### src/rtl/chrono_pkg.sv
// Shared types and constants for the chrono_counter stopwatch/timer.
package chrono_pkg;

  typedef enum logic [1:0] {
    IDLE  = 2'd0,
    RUN   = 2'd1,
    PAUSE = 2'd2,
    DONE  = 2'd3
  } state_t;

  localparam int unsigned SEC_MAX = 59;
  localparam int unsigned MIN_MAX = 59;

  // Bits needed to hold values 0..n-1 (never less than one bit).
  function automatic int unsigned field_width(input int unsigned n);
    return (n <= 1) ? 1 : $clog2(n);
  endfunction

endpackage

### src/rtl/chrono_prescaler.sv
// Free-running divider: counts 0..DIV-1 while enabled, holds its value
// while disabled, and flags the last count of each interval.
module chrono_prescaler #(
  parameter int unsigned DIV = 2
) (
  input  logic clk,
  input  logic reset,
  input  logic clr,
  input  logic en,
  output logic tick
);

  localparam int unsigned CW = (DIV <= 2) ? 1 : $clog2(DIV);
  localparam logic [CW-1:0] LAST = CW'(DIV - 1);

  logic [CW-1:0] count;

  // Interval counter; paused intervals resume from the held value.
  always_ff @(posedge clk) begin
    if (reset || clr) begin
      count <= '0;
    end else if (en) begin
      if (count == LAST) count <= '0;
      else               count <= count + 1'b1;
    end
  end

  assign tick = en && (count == LAST);

endmodule

### src/rtl/chrono_counter.sv
// Stopwatch / countdown timer with cascaded sub/sec/min/hr fields.
// Optional lap capture is compiled in with the CHRONO_LAP_EN macro.
module chrono_counter
  import chrono_pkg::*;
#(
  parameter int unsigned CLK_FREQ_HZ = 100_000_000,
  parameter int unsigned TICK_HZ     = 100,
  parameter int unsigned MAX_HOURS   = 23
) (
  input  logic                                   clk,
  input  logic                                   reset,
  input  logic                                   start,
  input  logic                                   stop,
  input  logic                                   clear,
  input  logic                                   mode_down,
  input  logic                                   load_valid,
  output logic                                   load_ready,
  input  logic [field_width(TICK_HZ)-1:0]        load_sub,
  input  logic [5:0]                             load_sec,
  input  logic [5:0]                             load_min,
  input  logic [field_width(MAX_HOURS+1)-1:0]    load_hr,
  output logic [field_width(TICK_HZ)-1:0]        sub,
  output logic [5:0]                             sec,
  output logic [5:0]                             min,
  output logic [field_width(MAX_HOURS+1)-1:0]    hr,
  output logic                                   running,
  output logic                                   tick,
  output logic                                   wrap,
  output logic                                   expired,
  output logic                                   load_err
`ifdef CHRONO_LAP_EN
  ,
  input  logic                                   lap,
  output logic [field_width(TICK_HZ)-1:0]        lap_sub,
  output logic [5:0]                             lap_sec,
  output logic [5:0]                             lap_min,
  output logic [field_width(MAX_HOURS+1)-1:0]    lap_hr,
  output logic                                   lap_valid
`endif
);

  localparam int unsigned DIV = CLK_FREQ_HZ / TICK_HZ;
  localparam int unsigned SW  = field_width(TICK_HZ);
  localparam int unsigned HW  = field_width(MAX_HOURS + 1);

  localparam logic [SW-1:0] SUB_LAST = SW'(TICK_HZ - 1);
  localparam logic [5:0]    SEC_LAST = 6'(SEC_MAX);
  localparam logic [5:0]    MIN_LAST = 6'(MIN_MAX);
  localparam logic [HW-1:0] HR_LAST  = HW'(MAX_HOURS);

  state_t        state, state_nxt;
  logic          dir_down;
  logic          presc_tick, presc_en, presc_clr;
  logic [SW-1:0] sub_nxt;
  logic [5:0]    sec_nxt, min_nxt;
  logic [HW-1:0] hr_nxt;
  logic          tick_nxt, wrap_nxt, expired_nxt, load_err_nxt;
  logic          load_acc, load_ok, all_zero;
  logic          sub_end, sec_end, min_end, hr_end;
  logic          sub_z, sec_z, min_z, hr_z;

  chrono_prescaler #(.DIV(DIV)) u_prescaler (
    .clk   (clk),
    .reset (reset),
    .clr   (presc_clr),
    .en    (presc_en),
    .tick  (presc_tick)
  );

  assign load_ready = (state != RUN);
  assign running    = (state == RUN);

  assign load_acc = load_valid && load_ready && !clear;
  assign load_ok  = (32'(load_sub) < TICK_HZ) && (32'(load_sec) <= SEC_MAX) &&
                    (32'(load_min) <= MIN_MAX) && (32'(load_hr) <= MAX_HOURS);

  assign sub_end = (sub == SUB_LAST);
  assign sec_end = (sec == SEC_LAST);
  assign min_end = (min == MIN_LAST);
  assign hr_end  = (hr == HR_LAST);
  assign sub_z   = (sub == '0);
  assign sec_z   = (sec == '0);
  assign min_z   = (min == '0);
  assign hr_z    = (hr == '0);
  assign all_zero = sub_z && sec_z && min_z && hr_z;

  // Direction is frozen while running; it follows mode_down otherwise.
  always_ff @(posedge clk) begin
    if (reset)              dir_down <= 1'b0;
    else if (state != RUN)  dir_down <= mode_down;
  end

  // State, field and pulse registers.
  always_ff @(posedge clk) begin
    if (reset) begin
      state    <= IDLE;
      sub      <= '0;
      sec      <= '0;
      min      <= '0;
      hr       <= '0;
      tick     <= 1'b0;
      wrap     <= 1'b0;
      expired  <= 1'b0;
      load_err <= 1'b0;
    end else begin
      state    <= state_nxt;
      sub      <= sub_nxt;
      sec      <= sec_nxt;
      min      <= min_nxt;
      hr       <= hr_nxt;
      tick     <= tick_nxt;
      wrap     <= wrap_nxt;
      expired  <= expired_nxt;
      load_err <= load_err_nxt;
    end
  end

  // Control priority clear > load > stop > start, then field stepping on tick.
  always_comb begin
    state_nxt    = state;
    sub_nxt      = sub;
    sec_nxt      = sec;
    min_nxt      = min;
    hr_nxt       = hr;
    tick_nxt     = 1'b0;
    wrap_nxt     = 1'b0;
    expired_nxt  = 1'b0;
    load_err_nxt = 1'b0;
    presc_clr    = clear;
    // stop on the final prescaler count suppresses that tick and holds DIV-1
    presc_en     = (state == RUN) && !stop && !clear;

    if (clear) begin
      state_nxt = IDLE;
      sub_nxt   = '0;
      sec_nxt   = '0;
      min_nxt   = '0;
      hr_nxt    = '0;
    end else if (load_acc) begin
      if (load_ok) begin
        state_nxt = IDLE;
        presc_clr = 1'b1;
        sub_nxt   = load_sub;
        sec_nxt   = load_sec;
        min_nxt   = load_min;
        hr_nxt    = load_hr;
      end else begin
        load_err_nxt = 1'b1;
      end
    end else if (state == RUN) begin
      if (stop) begin
        state_nxt = PAUSE;
      end else if (presc_tick) begin
        tick_nxt = 1'b1;
        if (dir_down) begin
          sub_nxt = sub_z ? SUB_LAST : sub - 1'b1;
          if (sub_z) sec_nxt = sec_z ? SEC_LAST : sec - 1'b1;
          if (sub_z && sec_z) min_nxt = min_z ? MIN_LAST : min - 1'b1;
          if (sub_z && sec_z && min_z) hr_nxt = hr_z ? HR_LAST : hr - 1'b1;
          if ((sub == SW'(1)) && sec_z && min_z && hr_z) begin
            state_nxt   = DONE;
            expired_nxt = 1'b1;
          end
        end else begin
          sub_nxt = sub_end ? '0 : sub + 1'b1;
          if (sub_end) sec_nxt = sec_end ? '0 : sec + 1'b1;
          if (sub_end && sec_end) min_nxt = min_end ? '0 : min + 1'b1;
          if (sub_end && sec_end && min_end) hr_nxt = hr_end ? '0 : hr + 1'b1;
          wrap_nxt = sub_end && sec_end && min_end && hr_end;
        end
      end
    end else if (start && (state == IDLE || state == PAUSE) &&
                 !(mode_down && all_zero)) begin
      state_nxt = RUN;
    end
  end

`ifdef CHRONO_LAP_EN
  // Lap capture takes the field values of the request cycle, before any update.
  always_ff @(posedge clk) begin
    if (reset || clear) begin
      lap_sub   <= '0;
      lap_sec   <= '0;
      lap_min   <= '0;
      lap_hr    <= '0;
      lap_valid <= 1'b0;
    end else begin
      lap_valid <= lap && (state == RUN);
      if (lap && (state == RUN)) begin
        lap_sub <= sub;
        lap_sec <= sec;
        lap_min <= min;
        lap_hr  <= hr;
      end
    end
  end
`endif

endmodule

### config.mk
export PLATFORM = sky130hd
export DESIGN_NAME = chrono_counter
export DESIGN_NICKNAME = d
export VERILOG_FILES = /design/src/rtl/chrono_pkg.sv /design/src/rtl/chrono_prescaler.sv /design/src/rtl/chrono_counter.sv
export SDC_FILE = /design/constraint.sdc
export NUM_CORES = 1
export LEC_CHECK = 0
export ABC_AREA = 0
export ABC_CLOCK_PERIOD_IN_PS = 3700
export CORE_MARGIN = 2
export CORE_UTILIZATION = 60
export CTS_BUF_LIST = sky130_fd_sc_hd__clkbuf_4
export DETAILED_ROUTE_END_ITERATION = 7
export DONT_BUFFER_PORTS = 1
export GPL_TIMING_DRIVEN = 0
export PLACE_DENSITY_LB_ADDON = 0.08
export SETUP_SLACK_MARGIN = 0.05
export SYNTH_ARGS = -nofsm -noshare
export SYNTH_HDL_FRONTEND = slang
export SYNTH_SLANG_ARGS = --single-unit
### constraint.sdc
create_clock -name clk -period 3.7 [get_ports clk]
set_input_delay 1.11 -clock clk [delete_from_list [all_inputs] [get_ports clk]]
set_output_delay 1.11 -clock clk [all_outputs]
set_load 0.005 [all_outputs]
==> results.txt <==
Outcome - completed
Buf+Inv Stages, Crit Path - 3
Register area share after synthesis - 0.2830
Post-route cell area - 3761 sq um
Most used DFF post-synth - dfxtp_1
Pwr Density - 275.0 nW/um^2
Longest Clk Path Bufs - 2
Top cells by area, synth - dfxtp_1 28%, xor2_1 5.1%, ha_1 4.9%, nand2_1 4.8%, nor2_1 4.8%
Core area - 5851 sq um
Final WL - 10.39 mm
Initial Util - 0.6166
Synth warn - 0
Setup TNS - 0 ns
Post-CTS Hold Fix Bufs - 0
Post-CTS Setup Bufs - 0
HP Start - state[1]
Share of the synthesized area in the top cell type - 0.2830
Place WS - 0.2966 ns
DRT iter0 DRCs - 456
Largest net degree at the start of global routing - 18
Max Used Layer - met4
Net count, final - 511
Max IR drop VDD - 0.1871 mV
CP required - 3.99 ns
Port buffer count - 0
Max Slew Vio Count - 0
Reg2reg start - dir_down
Layout cells sized above 1 - 0.09208
Share of power burned in registers - 0.546
Clock power frac - 0.280
Syn nets - 504
Routed met1 length - 4.560 mm
Max stage delay cell, worst path - or4b_1
DR vias - 3614
Clock-pin slew on the worst setup and hold paths - 0.16 ns
Synth Area in Simple Gates - 0.2900
Setup Crit Path Kind - input port to flip-flop
Synth unique cells - 70
Post-DR wirelength/cell - 19.18 um
CTS tree - built
Post-synthesis adder-cell area fraction - 0.04856
Final WS setup - 0.6749 ns
Crit Path Max Fanout - 10
Worst path most repeated cell - clkbuf_1
Fin. Hold Viols - 0
Gate power share - 0.173
Beginning of the critical path - stop
CTS buffer count - 5
Crit-path cells - or4b_1 > clkbuf_1 > nor3_1 > nand2_2 > and2_1 > clkbuf_1 > nand2_1 > buf_2 > nor2_1
Multiplexer area fraction after synthesis - 0.01422
Most common cell after layout, fill and taps aside - dfxtp_1
Minimum clock period - 3.025 ns
Fill cell count - 536
Worst setup SP type - input port
Crit path max-delay family - simple AND/OR/NAND/NOR gates
Non-filler instance count after layout - 542
Slew headroom - 0.4886
Net switching power - 335.5 uW
GRT Residual Overflow - 0
Clock sink count - 51
Finished Core Util - 0.6429
Complex-gate fraction of the synthesized area - 0.2147
Cell Area, Placed - 3701 sq um
Die Span Y - 81.54 um
Remaining DRCs - 0
Area grow syn2layout - 4.266%
CP Data Arrival Time - 3.31 ns
Initial antenna violation count - 0
Commonest non-fill, non-tap cells in the layout - 51 x dfxtp_1, 46 x nand2_1, 46 x nor2_1
Met3 WL post-DR - 1.074 mm
Synth Cell Area - 3607 sq um
Row count - 28
Post-synth EDFFs - 0
H-Tree Depth - 2
DP Cell Count - 534
Fmax - 0.3306 GHz
CP peak stage delay - 0.49 ns
Internal power - 698.7 uW
Post-Synth XOR/XNOR Area - 0.08255
Cells after Synth - 459
Final setup fails - 0
Unrepaired setup endpoints after global routing - no
Max cap viols - 0
Hold slack - 0.5185 ns
Vias per cell - 6.668
Detailed placement HPWL - 7.352 mm
Synth Register Bits - 51
Vias in the first global route - 3251
# diodes - 0
Setup crit end kind - flip-flop
FFs w/ async S/R, synth - 0
CTS resizes - 0
IO Count - 61
Actual slew at the worst max-slew pin - 0.7565 ns
Die width - 81.54 um
Routed Antenna Nets - 0
Post-Syn Area per Cell - 7.859 sq um
Hold Crit Class - flip-flop to flip-flop
DRT Pass-1 Iters - 5
Synth area leader - dfxtp_1
Tot GR Track Use - 0.3120
GP Congestion - 0.9354
Fin crit share - 0.8176
Met2 routed WL - 4.507 mm
Clock Tree Root - clkbuf_4
Switching Share - 0.3244
Final Skew - 0.01798 ns
DIE AREA - 6648 sq um
First-pass GRT wire length - 15.89 mm
Leakage - 1.265 nW
Total Power - 1.034 mW
Worst skew pair latency - 0.40 ns
Largest family of logic cells by synthesized area - simple AND/OR/NAND/NOR gates
## final timing paths
path,to,cells past startpoint,slack [ns]
hold reg to reg,state[0],2,0.52
hold / removal,state[0],2,0.52
setup reg to reg,sub[4],7,0.95
setup / recovery,u_prescaler.count[17],9,0.67
## kinds of logic (layout without fill, tap and decap cells)
group	Yosys count	count (layout)
AND/OR/NAND/NOR	197	197
AO/OA/AOI/OAI	113	113
flip-flops	51	51
buffers and inverters	45	53
XOR/XNOR	34	34
adder cells (fa/ha/maj)	14	14
multiplexers	5	5
## flip-flops by register name, summed over array words and instances (netlist names)
signal	flops
u_prescaler.count	20
sub	7
min	6
sec	6
hr	5
state	2
dir_down	1
expired	1
load_err	1
tick	1
wrap	1
## area by class of cell
| class | instances | area, sq um | share of cell area |
|---|---|---|---|
| Multi-Input combinational cell | 363 | 2345 | 0.6234 |
| Tap cell | 75 | 93.84 | 0.02495 |
| Sequential cell | 51 | 1021 | 0.2715 |
| Inverter | 11 | 41.29 | 0.01098 |
| Clock buffer | 5 | 37.54 | 0.009980 |
| Clock inverter | 3 | 22.52 | 0.005988 |
| Buffer | 34 | 200.2 | 0.05323 |
## synth_stat cells, types with 7 or more instances
| library cell | instances |
|---|---|
| dfxtp_1 | 51 |
| nand2_1 | 46 |
| nor2_1 | 46 |
| a21oi_1 | 29 |
| o21ai_0 | 21 |
| xor2_1 | 21 |
| clkbuf_1 | 19 |
| nand3_1 | 17 |
| ha_1 | 14 |
| nand4_1 | 14 |
| nor3_1 | 14 |
| xnor2_1 | 13 |
| inv_1 | 11 |
| and3_1 | 8 |
| o211ai_1 | 8 |
| nor3b_1 | 7 |
| o2111ai_1 | 7 |
| o31ai_1 | 7 |
## routing by layer
| metal | vias up | global-route usage |
|---|---|---|
| met4 | 0 | 0.1068 |
| li1 | 1692 | - |
| met3 | 39 | 0.07143 |
| met1 | 1666 | 0.4213 |
| met5 | - | 0 |
| met2 | 217 | 0.4885 |
## worst min-delay path: stages (launching register included)
cell and delay [ns]:
dfxtp_1 0.35, nand3_1 0.08, o2bb2ai_1 0.06
## power by group through the flow
stage	clock network [mW]	registers, mW	logic (mW)
2_1_floorplan	0	0.574	0.131
3_3_place_gp	0	0.576	0.170
3_5_place_dp	0	0.576	0.173
4_1_cts	0.287	0.565	0.174
5_1_grt	0.302	0.566	0.194
6_report	0.290	0.565	0.179
Note: power is estimated with default switching activity, not from simulation.
